<file path="src/rtl/dc_offset_corr.sv">
// DC offset correction loop: epoch sequencing for err_dc_gen, geared DC integrator, saturating subtract.
// Optional feature macro: DC_TRACK_GEAR_EN (IDLE->ACQ->TRK gear shift); epoch length set by `LFSR_LEN.
`ifndef LFSR_LEN
`define LFSR_LEN 4
`endif

module dc_offset_corr #(
  parameter int FRAC_BITS  = 12,
  parameter int MU_ACQ     = 2,
  parameter int MU_TRK     = 6,
  parameter int ACQ_EPOCHS = 8
) (
  input  logic               clk,
  input  logic               reset,
  input  logic               clk_en,
  input  logic               freeze,
  input  logic signed [17:0] acc_dc_err,
  input  logic signed [17:0] sig_in,
  output logic signed [17:0] sig_out,
  output logic signed [17:0] dc_est,
  output logic               epoch_hold,
  output logic               locked
);

  localparam int L      = `LFSR_LEN;
  localparam int W      = 18 + FRAC_BITS;
  localparam int SH_ACQ = FRAC_BITS - MU_ACQ;
  localparam int SH_TRK = FRAC_BITS - MU_TRK;

  if (MU_ACQ > FRAC_BITS || MU_TRK > FRAC_BITS || ACQ_EPOCHS < 1 || ACQ_EPOCHS > 255) begin : g_bad_params
    $error("dc_offset_corr: illegal parameter set");
  end

`ifdef DC_TRACK_GEAR_EN
  typedef enum logic [1:0] {IDLE, ACQ, TRK} state_t;
  logic [7:0] acq_cnt;
`else
  typedef enum logic [1:0] {IDLE, TRK} state_t;
`endif

  state_t                state;
  logic [L-1:0]          cnt;
  logic signed [W-1:0]   dc_acc;
  logic signed [W-1:0]   err_ext;
  logic signed [W-1:0]   addend;
  logic signed [W:0]     acc_sum;
  logic signed [W-1:0]   acc_next;
  logic signed [18:0]    diff;
  logic signed [17:0]    corr;
  logic                  cnt_zero;
  logic                  upd;

  assign cnt_zero   = (cnt == '0);
  assign epoch_hold = (cnt == '1);
  assign upd        = clk_en & cnt_zero & ~freeze & (state != IDLE);

  always_comb begin
    err_ext = {{FRAC_BITS{acc_dc_err[17]}}, acc_dc_err};
`ifdef DC_TRACK_GEAR_EN
    addend = (state == ACQ) ? (err_ext <<< SH_ACQ) : (err_ext <<< SH_TRK);
`else
    addend = err_ext <<< SH_TRK;
`endif
    acc_sum = {dc_acc[W-1], dc_acc} + {addend[W-1], addend};
    // One guard bit is enough: both operands are W-bit signed.
    if (acc_sum[W] != acc_sum[W-1])
      acc_next = acc_sum[W] ? {1'b1, {(W-1){1'b0}}} : {1'b0, {(W-1){1'b1}}};
    else
      acc_next = acc_sum[W-1:0];
  end

  always_comb begin
    diff = {sig_in[17], sig_in} - {dc_est[17], dc_est};
    if (diff[18] != diff[17])
      corr = diff[18] ? 18'sh20000 : 18'sh1FFFF;
    else
      corr = diff[17:0];
  end

  always_ff @(posedge clk) begin
    if (reset) begin
      cnt     <= '0;
      dc_acc  <= '0;
      dc_est  <= '0;
      sig_out <= '0;
      state   <= IDLE;
      locked  <= 1'b0;
`ifdef DC_TRACK_GEAR_EN
      acq_cnt <= '0;
`endif
    end else if (clk_en) begin
      cnt     <= cnt + 1'b1;
      sig_out <= corr;
      if (!freeze) begin
        dc_est <= dc_acc[17+FRAC_BITS:FRAC_BITS];
        if (upd)
          dc_acc <= acc_next;
        case (state)
          IDLE: if (cnt_zero) begin
`ifdef DC_TRACK_GEAR_EN
            state <= ACQ;
`else
            state  <= TRK;
            locked <= 1'b1;
`endif
          end
`ifdef DC_TRACK_GEAR_EN
          ACQ: if (upd) begin
            acq_cnt <= acq_cnt + 1'b1;
            if (acq_cnt == 8'(ACQ_EPOCHS - 1)) begin
              state  <= TRK;
              locked <= 1'b1;
            end
          end
`endif
          default: ;
        endcase
      end
    end
  end

endmodule

</file>
<file path="config.mk">
export PLATFORM = sky130hd
export DESIGN_NAME = dc_offset_corr
export DESIGN_NICKNAME = d
export VERILOG_FILES = /design/src/rtl/dc_offset_corr.sv
export SDC_FILE = /design/constraint.sdc
export NUM_CORES = 1
export LEC_CHECK = 0
export BUFFER_PORTS_ARGS = -buffer_cell sky130_fd_sc_hd__buf_4
export CORE_MARGIN = 1
export CORE_UTILIZATION = 50
export CTS_CLUSTER_DIAMETER = 50
export DETAILED_ROUTE_END_ITERATION = 10
export GPL_TIMING_DRIVEN = 0
export PLACE_DENSITY = 0.78
export RECOVER_POWER = 25
export SLEW_MARGIN = 20
export SYNTH_ARGS = -nofsm -noshare
export SYNTH_HDL_FRONTEND = slang
export SYNTH_SLANG_ARGS = --single-unit
</file>
<file path="constraint.sdc">
create_clock -name clk -period 3.9 [get_ports clk]
set_clock_uncertainty 0.15 [all_clocks]
set_input_delay 0.39 -clock clk [delete_from_list [all_inputs] [get_ports clk]]
set_output_delay 0.39 -clock clk [all_outputs]
set_load 0.02 [all_outputs]
</file>
; ---- Yosys cells after proc, flatten, opt, wreduce, memory -nomap -nowiden
; Index checks and enable logic that the tools add are counted.
[word_totals]
ff_bits = 71
out_inout_bits = 38
input_bits = 40
wordCells = 24
[classes]
bitwise_logic = 4
eq_ne = 3
n_reduce_logical = 5
mux = 4
n_addsub = 3
[op_table]
columns = cell, count
row1 = two-way mux 30 bit, 2
row2 = two-way mux 18 bit, 2
row3 = adder 30 x 24 -> 31 bit, 1
row4 = subtractor 18 x 18 -> 19 bit, 1
row5 = adder 4 x 1 -> 4 bit (second input constant), 1
row6 = equality test 4 bit (second input constant), 1
row7 = logical NOT 4 bit, 1
row8 = AND reduction 4 bit, 1
row9 = bitwise AND 1 bit, 3
row10 = AND reduction 3 bit, 1
row11 = logical NOT 2 bit, 1
row12 = inequality test 1 bit, 2
row13 = AND reduction 2 bit, 1
row14 = NOT 1 bit, 1

; ---- Longest topological paths before layout
; Gate-level depths: netlist of run 1.
[depth]
depth_word = 5
depth_mapped = 13
ltp_nobuf = 12

; ---- Worst setup path before layout of run 1
; OpenSTA, ideal clock, no wires.
[synth_path]
path_type = input -> register
from = input acc_dc_err[0]
to = register dc_acc[13]
n_path_buf = 1
required_time_ps = 3669
cell_stages = 13
slack_ps = 874
setup_time_ps = 81
arrival_time_ps = 2795
path_cell_list = ha_1 > inv_1 > fa_1 > nand2b_1 > a21oi_1 > o21ai_1 > a211oi_2 > o211ai_2 > a21boi_2 > o22ai_2 > buf_6 > maj3_2 > a211oi_2
[synth_between]
elab_chain_cells = 3
word_cells_on_any_way = 4
classes_between = add/sub: 1 / eq/ne: 1 / mux: 2
[synth_rtl]
columns = element, line_no
row1 = start: declaration, 17  ; input logic signed [17:0] acc_dc_err,
row2 = adder 30 x 24 -> 31 bit (*), 64  ; acc_sum = {dc_acc[W-1], dc_acc} + {addend[W-1], addend};
row3 = two-way mux 30 bit or inequality test 1 bit (tied branches), "67, 66"
row4 = two-way mux 30 bit (*), 66  ; if (acc_sum[W] != acc_sum[W-1])
row5 = end signal: assignment, 97  ; dc_acc <= acc_next;
row6 = end: declaration, 43  ; logic signed [W-1:0] dc_acc;
; Every way passes the cells marked *; elsewhere a longest branch is shown, timed or not.
; A chain may end at the register's enable or synchronous reset.

; ---- Worst setup path after layout of run 1
[layout_path]
from = register dc_acc[6]
to = register dc_acc[24]
[layout_between]
elab_chain_cells = 3
word_cells_on_any_way = 4
classes_between = add/sub: 1 / eq/ne: 1 / mux: 2
[layout_rtl]
columns = element, line_no
row1 = adder 30 x 24 -> 31 bit (*), 64
row2 = two-way mux 30 bit or inequality test 1 bit (tied branches), "67, 66"
row3 = two-way mux 30 bit (*), 66
; Marked as above.

==> results of run 1 <==
-- Yosys cell counts (all sizes together), types with 2 or more instances --
library cell and count:
dfxtp 65, nor4 5, a311oi 10, a21boi 3, nand3 8, o22ai 5, nor2 69, ha 44
o21a 7, xor2 18, nand2b 12, o21bai 6, mux2i 3, nand4 4, and3 3, nor2b 3
o31a 2, nand2 64, a211oi 29, and4 2, or3 3, inv 35, fa 2, a32oi 2
a21o 17, a21oi 49, a2111oi 2, o21ai 25, xnor2 17, buf 7, o211ai 7, a31oi 8
nor3 5, or2 2, maj3 25, clkbuf 22
-- per-stage QoR --
stage | hold WS [ns] | area [µm²]
floorplan | 0.2979 | 4976
detailed placement | 0.3179 | 5705
finish | 0.3282 | 5862
global route | 0.3590 | 5862
CTS | 0.3293 | 5926
global placement | 0.3173 | 5705
-- power groups by stage --
stage	logic (mW)	clock network [mW]	registers, mW
6_report	0.473	0.651	0.714
2_1_floorplan	0.326	0	0.748
5_1_grt	0.520	0.672	0.717
4_1_cts	0.484	0.645	0.714
3_5_place_dp	0.481	0	0.729
3_3_place_gp	0.466	0	0.727
-- cell families after synthesis --
group           count (synthesis)
simple gates                  183
compound gates                179
fa+ha+maj                      71
flops                          65
buf+inv                        64
xor+xnor                       35
mux                             3
-- how the worst max path moves through the flow --
stage	startpoint	endpoint	slack, ns	cells after the start
floorplan	acc_dc_err[0]	dc_acc[13]$_SDFFE_PP0P_	0.87	13
global placement	acc_dc_err[0]	dc_acc[25]$_SDFFE_PP0P_	0.38	14
detailed placement	acc_dc_err[0]	dc_acc[14]$_SDFFE_PP0P_	0.33	14
CTS	dc_acc[6]$_SDFFE_PP0P_	dc_acc[24]$_SDFFE_PP0P_	0.44	13
global route	dc_acc[6]$_SDFFE_PP0P_	dc_acc[26]$_SDFFE_PP0P_	0.21	13
finish	dc_acc[6]$_SDFFE_PP0P_	dc_acc[24]$_SDFFE_PP0P_	0.41	13
-- registers in the layout, summed over array words and instances, names as in the netlist --
signal / cells
sig_out: 18
state: 1
dc_acc: 24
dc_est: 18
cnt: 4
-- final cells by class --
class                   count  share of cell area (%)
multi-input cells         471                   58.06
flip-flops and latches     65                   22.20
repair buffers             75                   8.517
well taps                 133                   2.839
plain buffers              29                   2.391
inverters                  35                   2.241
clock buffers              10                   2.177
clock inverters             6                   1.580
-- worst max-delay path, delay by kind of cell, from the launching register on --
family,cells,cell delay [ns]
fa+ha+maj,3,0.92
simple gates,1,0.17
compound gates,7,1.53
buf+inv,2,0.27
flops,1,0.35
-- routing by layer --
metal | vias to the layer above | global-route usage [%] | routed length (µm)
met5 | - | 0 | 0
met4 | 0 | 8.250 | 235
met3 | 24 | 2.415 | 505
met2 | 124 | 45.01 | 5957
met1 | 2120 | 29.04 | 5545
li1 | 2326 | - | -
==> flow_metrics.tcl, run 1 <==
set metrics [dict create \
    dieArea_um2 10360 \
    p_switching_mw 0.5841 \
    fp.dieH_um 101.8 \
    syn_inst 600 \
    hold_end "dc_est[2]$_SDFFE_PP0P_" \
    yosys.area_share.adder_pct 17.40 \
    irDropWorstVdd_uv 196.0 \
    finalPower_mw 1.839 \
    grt_first_pass_wirelength_um 20020 \
    clk_pin_slew_ns 0.09 \
    synth_top_family_by_area "compound AO/OA/AOI/OAI gates" \
    core_um2 9729 \
    diodes 0 \
    min_path_type "reg -> reg" \
    clkPwrFrac_pct 35.4 \
    instances_no_fill 824 \
    syn-num-nets 686 \
    synth_edf_count 0 \
    vias_per_cell 5.575 \
    endpoint_kind "register" \
    slowest_stage "fa_1" \
    synthesis.area_um2 4976 \
    switching_share_pct 31.77 \
    synth_top_cell_area_share_pct 26.15 \
    finalSetupViolations 0 \
    final_common_cell "nor2_1" \
    r2r_cells 13 \
    portBuffers 75 \
    synth-warning-count 0 \
    cap_violations 0 \
    rsz0062_at_grt "false" \
    fmax_ghz 0.2867 \
    ctsLongestPathBuffers 2 \
    via_count 4594 \
    power.density_nw_per_um2 313.6 \
    grt_use_total_pct 24.29 \
    drive_gt1_share_pct 20.12 \
    synthFlopType "dfxtp_1" \
    holdBufCountCts 0 \
    synthArstFlopShare_pct 0 \
    slowest_delay_ns 0.39 \
    post-route-drc-count 0 \
    dp_hpwl_um 9706 \
    arrival_ns 3.61 \
    avgRoutedWirePerCell_um 14.86 \
    hold_viol 0 \
    wl_um 12240 \
    grt_overflow_total 0 \
    nets 772 \
    r2r_start "dc_acc[6]$_SDFFE_PP0P_" \
    fill_cells 900 \
    power_leakage_nw 2.315 \
    dr.first_iter.drc_count 170 \
    placed_cells 808 \
    seqCellArea_um2 1301 \
    worstSetupStartpointType "register" \
    r2r-end "dc_acc[24]$_SDFFE_PP0P_" \
    crit_type "reg -> reg" \
    synth-seq-cells 65 \
    cts_tree "done" \
    yosys-top-cells-area "dfxtp_1 (26%), ha_1 (11%), a211oi_2 (5.5%), nor2_1 (5.1%), a21oi_1 (4.8%)" \
    layout_setup_ws_ns 0.4115 \
    rows 36 \
    cts_resized 0 \
    first_pass_iters 5 \
    status "finished clean" \
    hp-start "dc_est[2]$_SDFFE_PP0P_" \
    cp.required_ns 4.03 \
    seq_power_share_pct 38.8 \
    cp_max_fo 10 \
    clock-sinks 65 \
    final_cell_mix "nor2_1 (68), dfxtp_1 (65), nand2_1 (63)" \
    area_growth_pct 17.80 \
    synth_xor_area_share_pct 6.688 \
    fin_crit_sh_pct 89.45 \
    r2r_slack_ns 0.41 \
    slew_violations 0 \
    post-route-util_pct 60.25 \
    grt_max_degree 13 \
    place_ws_ns 0.3266 \
    cts_made_buffers 9 \
    holdPathStages 2 \
    start_util_pct 51.14 \
    synthMuxAreaShare_pct 0.6035 \
    grt_pass1_vias 4417 \
    multi_input_area_um2 3403 \
    post_cts_buffers 0 \
    synth_compound_area_share_pct 27.13 \
    yosysUniqueCellTypes 65 \
    cts-root-buf "clkbuf_8" \
    ys_seq_area_share_pct 26.15 \
    path_cells "ha_1 > inv_1 > fa_1 > nand2b_1 > a21oi_1 > o21ai_1 > a211oi_2 > o211ai_2 > a21boi_2 > o22ai_2 > buf_6 > maj3_2 > a211oi_2" \
    worst_path_most_repeated_cell "a211oi_2" \
    yosys.area_share.simple_pct 16.57 \
    timing.final.crit_period_ns 3.488 \
    gp_congestion 0.9352 \
    htree_levels 3 \
    relSlewSlack_pct 48.79 \
    die_w_um 101.8 \
    tns_ns 0 \
    io_pins 78 \
    antenna_found_initial 0 \
    synth_top_cell_by_area "dfxtp_1" \
    ant_nets 0 \
    internal-power_mw 1.254 \
    comb_power_share_pct 25.7 \
    tightest_slew_ns 0.7682 \
    clk_latency_ns 0.36 \
    avgSynthCellArea_um2 8.293 \
]
Power figures use the tool's default switching activity.
==> inputs of run 2 (changes only) <==
Settings changed: GPL_TIMING_DRIVEN 0 to not set.
==> run 2 against run 1 <==
The flow now finishes with violations (capacitance limit, slew limit). Die area unchanged. Design area decreased by 0.92%. Critical path depth decreased by 1. Clock power increased by 10%. Utilization decreased by 0.55 points. Via count decreased by 1.6%. Largest power group is now clock.
==> flow_metrics.tcl, run 2 (same netlist as run 1, synthesis figures left out) <==
set metrics [dict create \
    power_leakage_nw 2.304 \
    slowest_stage "maj3_1" \
    cts_tree "done" \
    cts-root-buf "clkbuf_8" \
    io_pins 78 \
    fin_crit_sh_pct 86.97 \
    finalPower_mw 1.894 \
    holdBufCountCts 0 \
    clk_latency_ns 0.34 \
    violations "capacitance limit, slew limit" \
    post_cts_buffers 0 \
    relSlewSlack_pct -116.5 \
    clock-sinks 65 \
    grt_max_degree 66 \
    drive_gt1_share_pct 20.90 \
    comb_power_share_pct 24.3 \
    timing.final.crit_period_ns 3.392 \
    clk_pin_slew_ns 0.08 \
    placed_cells 787 \
    cts_resized 0 \
    met3_length_um 461 \
    ant_nets 0 \
    slew_violations 66 \
    htree_levels 3 \
    area_growth_pct 16.72 \
    finalSetupViolations 0 \
    avgRoutedWirePerCell_um 14.33 \
    dr.max_layer_used "met4" \
    vias_per_cell 5.631 \
    slowest_delay_ns 0.42 \
    largest_reg_flops 24 \
    seq_power_share_pct 37.7 \
    cp_top_family "compound AO/OA/AOI/OAI gates" \
    rows 36 \
    instances_no_fill 803 \
    final_cell_mix "nor2_1 (68), dfxtp_1 (65), nand2_1 (63)" \
    clkPwrFrac_pct 38.0 \
    dp_hpwl_um 8969 \
    grt_first_pass_wirelength_um 18700 \
    irDropWorstVdd_uv 162.3 \
    portBuffers 77 \
    p_switching_mw 0.5637 \
    cts_made_buffers 9 \
    final_common_cell "nor2_1" \
    status "finished with violations" \
    die_w_um 101.8 \
    tightest_slew_ns 3.248 \
    via_count 4522 \
    grt_use_total_pct 22.75 \
    path_cells "ha_1 > inv_1 > fa_1 > nand2b_1 > a21oi_1 > o21ai_1 > a211oi_2 > o211ai_2 > a21boi_2 > o22ai_4 > maj3_1 > a211oi_1" \
    worst-path-buf-inv 1 \
    internal-power_mw 1.330 \
    power.density_nw_per_um2 326.1 \
    cp.required_ns 3.96 \
    tns_ns 0 \
    gp_congestion 0.8815 \
    post-route-drc-count 0 \
    nets 751 \
    cp_max_fo 25 \
    diodes 0 \
    hold_viol 0 \
    worstSetupStartpointType "register" \
    ctsLongestPathBuffers 2 \
    fmax_ghz 0.2948 \
    switching_share_pct 29.76 \
    core_um2 9729 \
    crit_type "reg -> reg" \
    dieArea_um2 10360 \
    largestRegisters "dc_acc: 24 flops, dc_est: 18 flops, sig_out: 18 flops" \
    top_register "dc_acc" \
    grt_overflow_total 0 \
    cap_violations 1 \
    dr.first_iter.drc_count 210 \
    grt_pass1_vias 4109 \
    min_path_type "reg -> reg" \
    drt-met1-wl_um 5426 \
    arrival_ns 3.45 \
    wl_um 11510 \
    endpoint_kind "register" \
    start_util_pct 51.14 \
    fp.dieH_um 101.8 \
    antenna_found_initial 0 \
    first_pass_iters 5 \
    rsz0062_at_grt "false" \
    wl_met2_um 5555 \
]
run 2: power groups by stage:
stage / Combinational [mW] / Clock, mW / Sequential (mW)
2_1_floorplan: 0.326 / 0 / 0.748
3_3_place_gp: 0.455 / 0 / 0.728
3_5_place_dp: 0.472 / 0 / 0.729
4_1_cts: 0.475 / 0.726 / 0.714
5_1_grt: 0.508 / 0.764 / 0.717
6_report: 0.461 / 0.719 / 0.714
run 2: worst paths after layout:
check	startpoint	end	slack [ns]	cells past startpoint
worst max register to register	dc_acc[6]$_SDFFE_PP0P_	dc_acc[8]$_SDFFE_PP0P_	0.51	12
worst min-delay path	dc_est[2]$_SDFFE_PP0P_	dc_est[2]$_SDFFE_PP0P_	0.32	2
worst max-delay path	dc_acc[6]$_SDFFE_PP0P_	dc_acc[8]$_SDFFE_PP0P_	0.51	12
worst min register to register	dc_est[2]$_SDFFE_PP0P_	dc_est[2]$_SDFFE_PP0P_	0.32	2
run 2: stage by stage:
stage	utilization [%]	hold WS (ns)	area (µm²)	setup slack (ns)
after floorplan	-	0.2979	4976	0.8738
after global placement	57.83	0.3102	5627	0.2370
after detailed placement	57.91	0.3163	5634	0.4051
after CTS	60.51	0.3274	5887	0.5307
after global routing	59.70	0.3572	5808	0.1793
final	59.70	0.3242	5808	0.5083
run 2: worst min-delay path, delay by kind of cell (launching register included):
| kind | cells | cell delay, ns |
|---|---|---|
| AND/OR/NAND/NOR | 1 | 0.05 |
| AO/OA/AOI/OAI | 1 | 0.05 |
| flip-flops | 1 | 0.32 |
run 2: routing by layer:
layer,vias to the layer above,track usage [%]
met4,0,4.905
met5,-,0
met1,2132,29.46
met3,8,3.451
met2,105,39.81
li1,2277,-
run 2: cell type report:
type	count	area [µm²]
clock inverter	6	115.1
sequential	65	1301
timing repair buffer	83	544.3
tap	133	166.4
multi-input combinational	471	3412
clock buffer	10	137.6
fill	900	3921
inverter	35	131.4
==> inputs of run 3 (changes only) <==
Clock period 3.9 ns to 4.01 ns, I/O delays scaled along.
==> run 3 against run 2 <==
The flow still finishes with violations (capacitance limit, slew limit). Design area shrank 0.82%. Fmax shrank 1.7%. Global-route usage grew 0.38 points. Highest routed layer unchanged.
==> flow_metrics.tcl, run 3 (same netlist as run 1, synthesis figures left out) <==
set metrics [dict create \
    status "finished with violations" \
    violations "capacitance limit, slew limit" \
    power.density_nw_per_um2 306.1 \
    ant_nets 0 \
    io_pins 78 \
    htree_levels 3 \
    dr.first_iter.drc_count 195 \
    avgRoutedWirePerCell_um 14.61 \
    vias_per_cell 5.532 \
    worstSetupStartpointType "register" \
    min_path_type "reg -> reg" \
    slowest_delay_ns 0.40 \
    grt_use_total_pct 23.13 \
    grt_pass1_vias 4121 \
    placed_area_um2 5619 \
    post-route-drc-count 0 \
    arrival_ns 3.38 \
    seqCellArea_um2 1301 \
    cp_top_family "compound AO/OA/AOI/OAI gates" \
    cts-root-buf "clkbuf_8" \
    cts_made_buffers 9 \
    rsz0062_at_grt "false" \
    endpoint_kind "register" \
    dieArea_um2 10360 \
    portBuffers 77 \
    grt_first_pass_wirelength_um 18960 \
    ctsLongestPathBuffers 2 \
    tightest_slew_ns 3.391 \
    hold_viol 0 \
    fmax_ghz 0.2899 \
    hold_slack_ns 0.3265 \
    core_um2 9729 \
    cts_resized 0 \
    first_pass_iters 4 \
    fill_cells 906 \
    clk_pin_slew_ns 0.08 \
    crit_type "reg -> reg" \
    finalSetupViolations 0 \
    clock-sinks 65 \
    gp_congestion 0.9037 \
    nets 749 \
    final_cell_mix "nor2_1 (68), dfxtp_1 (65), nand2_1 (63)" \
    final_area_um2 5761 \
    path_cells "ha_1 > a21oi_2 > a21boi_0 > o31ai_2 > a31oi_1 > o211ai_1 > nand2_2 > xnor2_2 > buf_4 > maj3_2 > a211oi_2" \
    rows 36 \
    fp.dieH_um 101.8 \
    antenna_found_initial 0 \
    power_leakage_nw 2.274 \
    cp.required_ns 3.94 \
    dp_hpwl_um 8884 \
    largest_reg_flops 24 \
    slowest_stage "dfxtp_1" \
    cts_tree "done" \
    cap_violations 1 \
    area_growth_pct 15.77 \
    die_w_um 101.8 \
    clk_latency_ns 0.36 \
    post-route-util_pct 59.21 \
    timing.final.crit_period_ns 3.449 \
    diodes 0 \
    slew_violations 66 \
    holdBufCountCts 0 \
    drive_gt1_share_pct 20.51 \
    relSlewSlack_pct -126.1 \
    irDropWorstVdd_uv 140.2 \
    grt_overflow_total 0 \
    top_register "dc_acc" \
    multi_input_area_um2 3412 \
    grt_max_degree 66 \
    worst-path-buf-inv 1 \
    final_common_cell "nor2_1" \
    cp_max_fo 17 \
    fin_crit_sh_pct 86.01 \
    wl_um 11700 \
    tns_ns 0 \
    largestRegisters "dc_acc: 24 flops, dc_est: 18 flops, sig_out: 18 flops" \
    post_cts_buffers 0 \
    via_count 4431 \
    start_util_pct 51.14 \
]
[run 3: changes by cell type in the layout (fill, tap and decap cells not counted), sizes merged]
cell	before	now
bufinv	3	2
buf	62	60
clkinvlp	1	2
[run 3: cell type report]
class,instances,area share (%)
Multi-Input combinational cell,471,59.23
Sequential cell,65,22.59
Timing Repair Buffer,81,9.188
Tap cell,133,2.889
Inverter,35,2.281
Clock buffer,10,2.215
Clock inverter,6,1.607
[run 3: final timing paths]
kind              slack, ns  depth (start not counted)               startpoint                 endpoint
setup / recovery       0.56                         11  dc_acc[15]$_SDFFE_PP0P_   dc_acc[7]$_SDFFE_PP0P_
hold / removal         0.33                          2  dc_acc[26]$_SDFFE_PP0P_  dc_est[14]$_SDFFE_PP0P_
setup reg to reg       0.56                         11  dc_acc[15]$_SDFFE_PP0P_   dc_acc[7]$_SDFFE_PP0P_
hold reg to reg        0.33                          2  dc_acc[26]$_SDFFE_PP0P_  dc_est[14]$_SDFFE_PP0P_
[run 3: worst min-delay path, cell delays in order, from the launching register on]
cell,delay [ns]
dfxtp_1,0.33
nand2_1,0.06
a21oi_1,0.05
[run 3: per-layer routing]
| layer | global-route usage, % | vias up | share of wire, % | routed length [µm] |
|---|---|---|---|---|
| li1 | - | 2268 | - | - |
| met1 | 29.63 | 2048 | 46 | 5408 |
| met2 | 39.76 | 103 | 48 | 5629 |
| met3 | 3.589 | 12 | 4.5 | 524 |
| met4 | 7.246 | 0 | 1.2 | 139 |
| met5 | 0 | - | 0 | 0 |
[run 3: metrics by stage]
step / std cells / setup slack [ns] / total power, mW
after global placement: 785 / 0.3507 / 1.147
after detailed placement: 785 / 0.4916 / 1.165
after CTS: 801 / 0.6275 / 1.781
after global routing: 801 / 0.2903 / 1.845
after floorplan: 600 / 0.9728 / 1.045
final: 801 / 0.5611 / 1.763
[run 3: where the power goes]
group | total (mW) | switching [mW] | internal [mW]
Sequential | 0.694 | 0.0200 | 0.674
Clock | 0.623 | 0.271 | 0.352
Combinational | 0.446 | 0.261 | 0.185
Total | 1.76 | 0.552 | 1.21
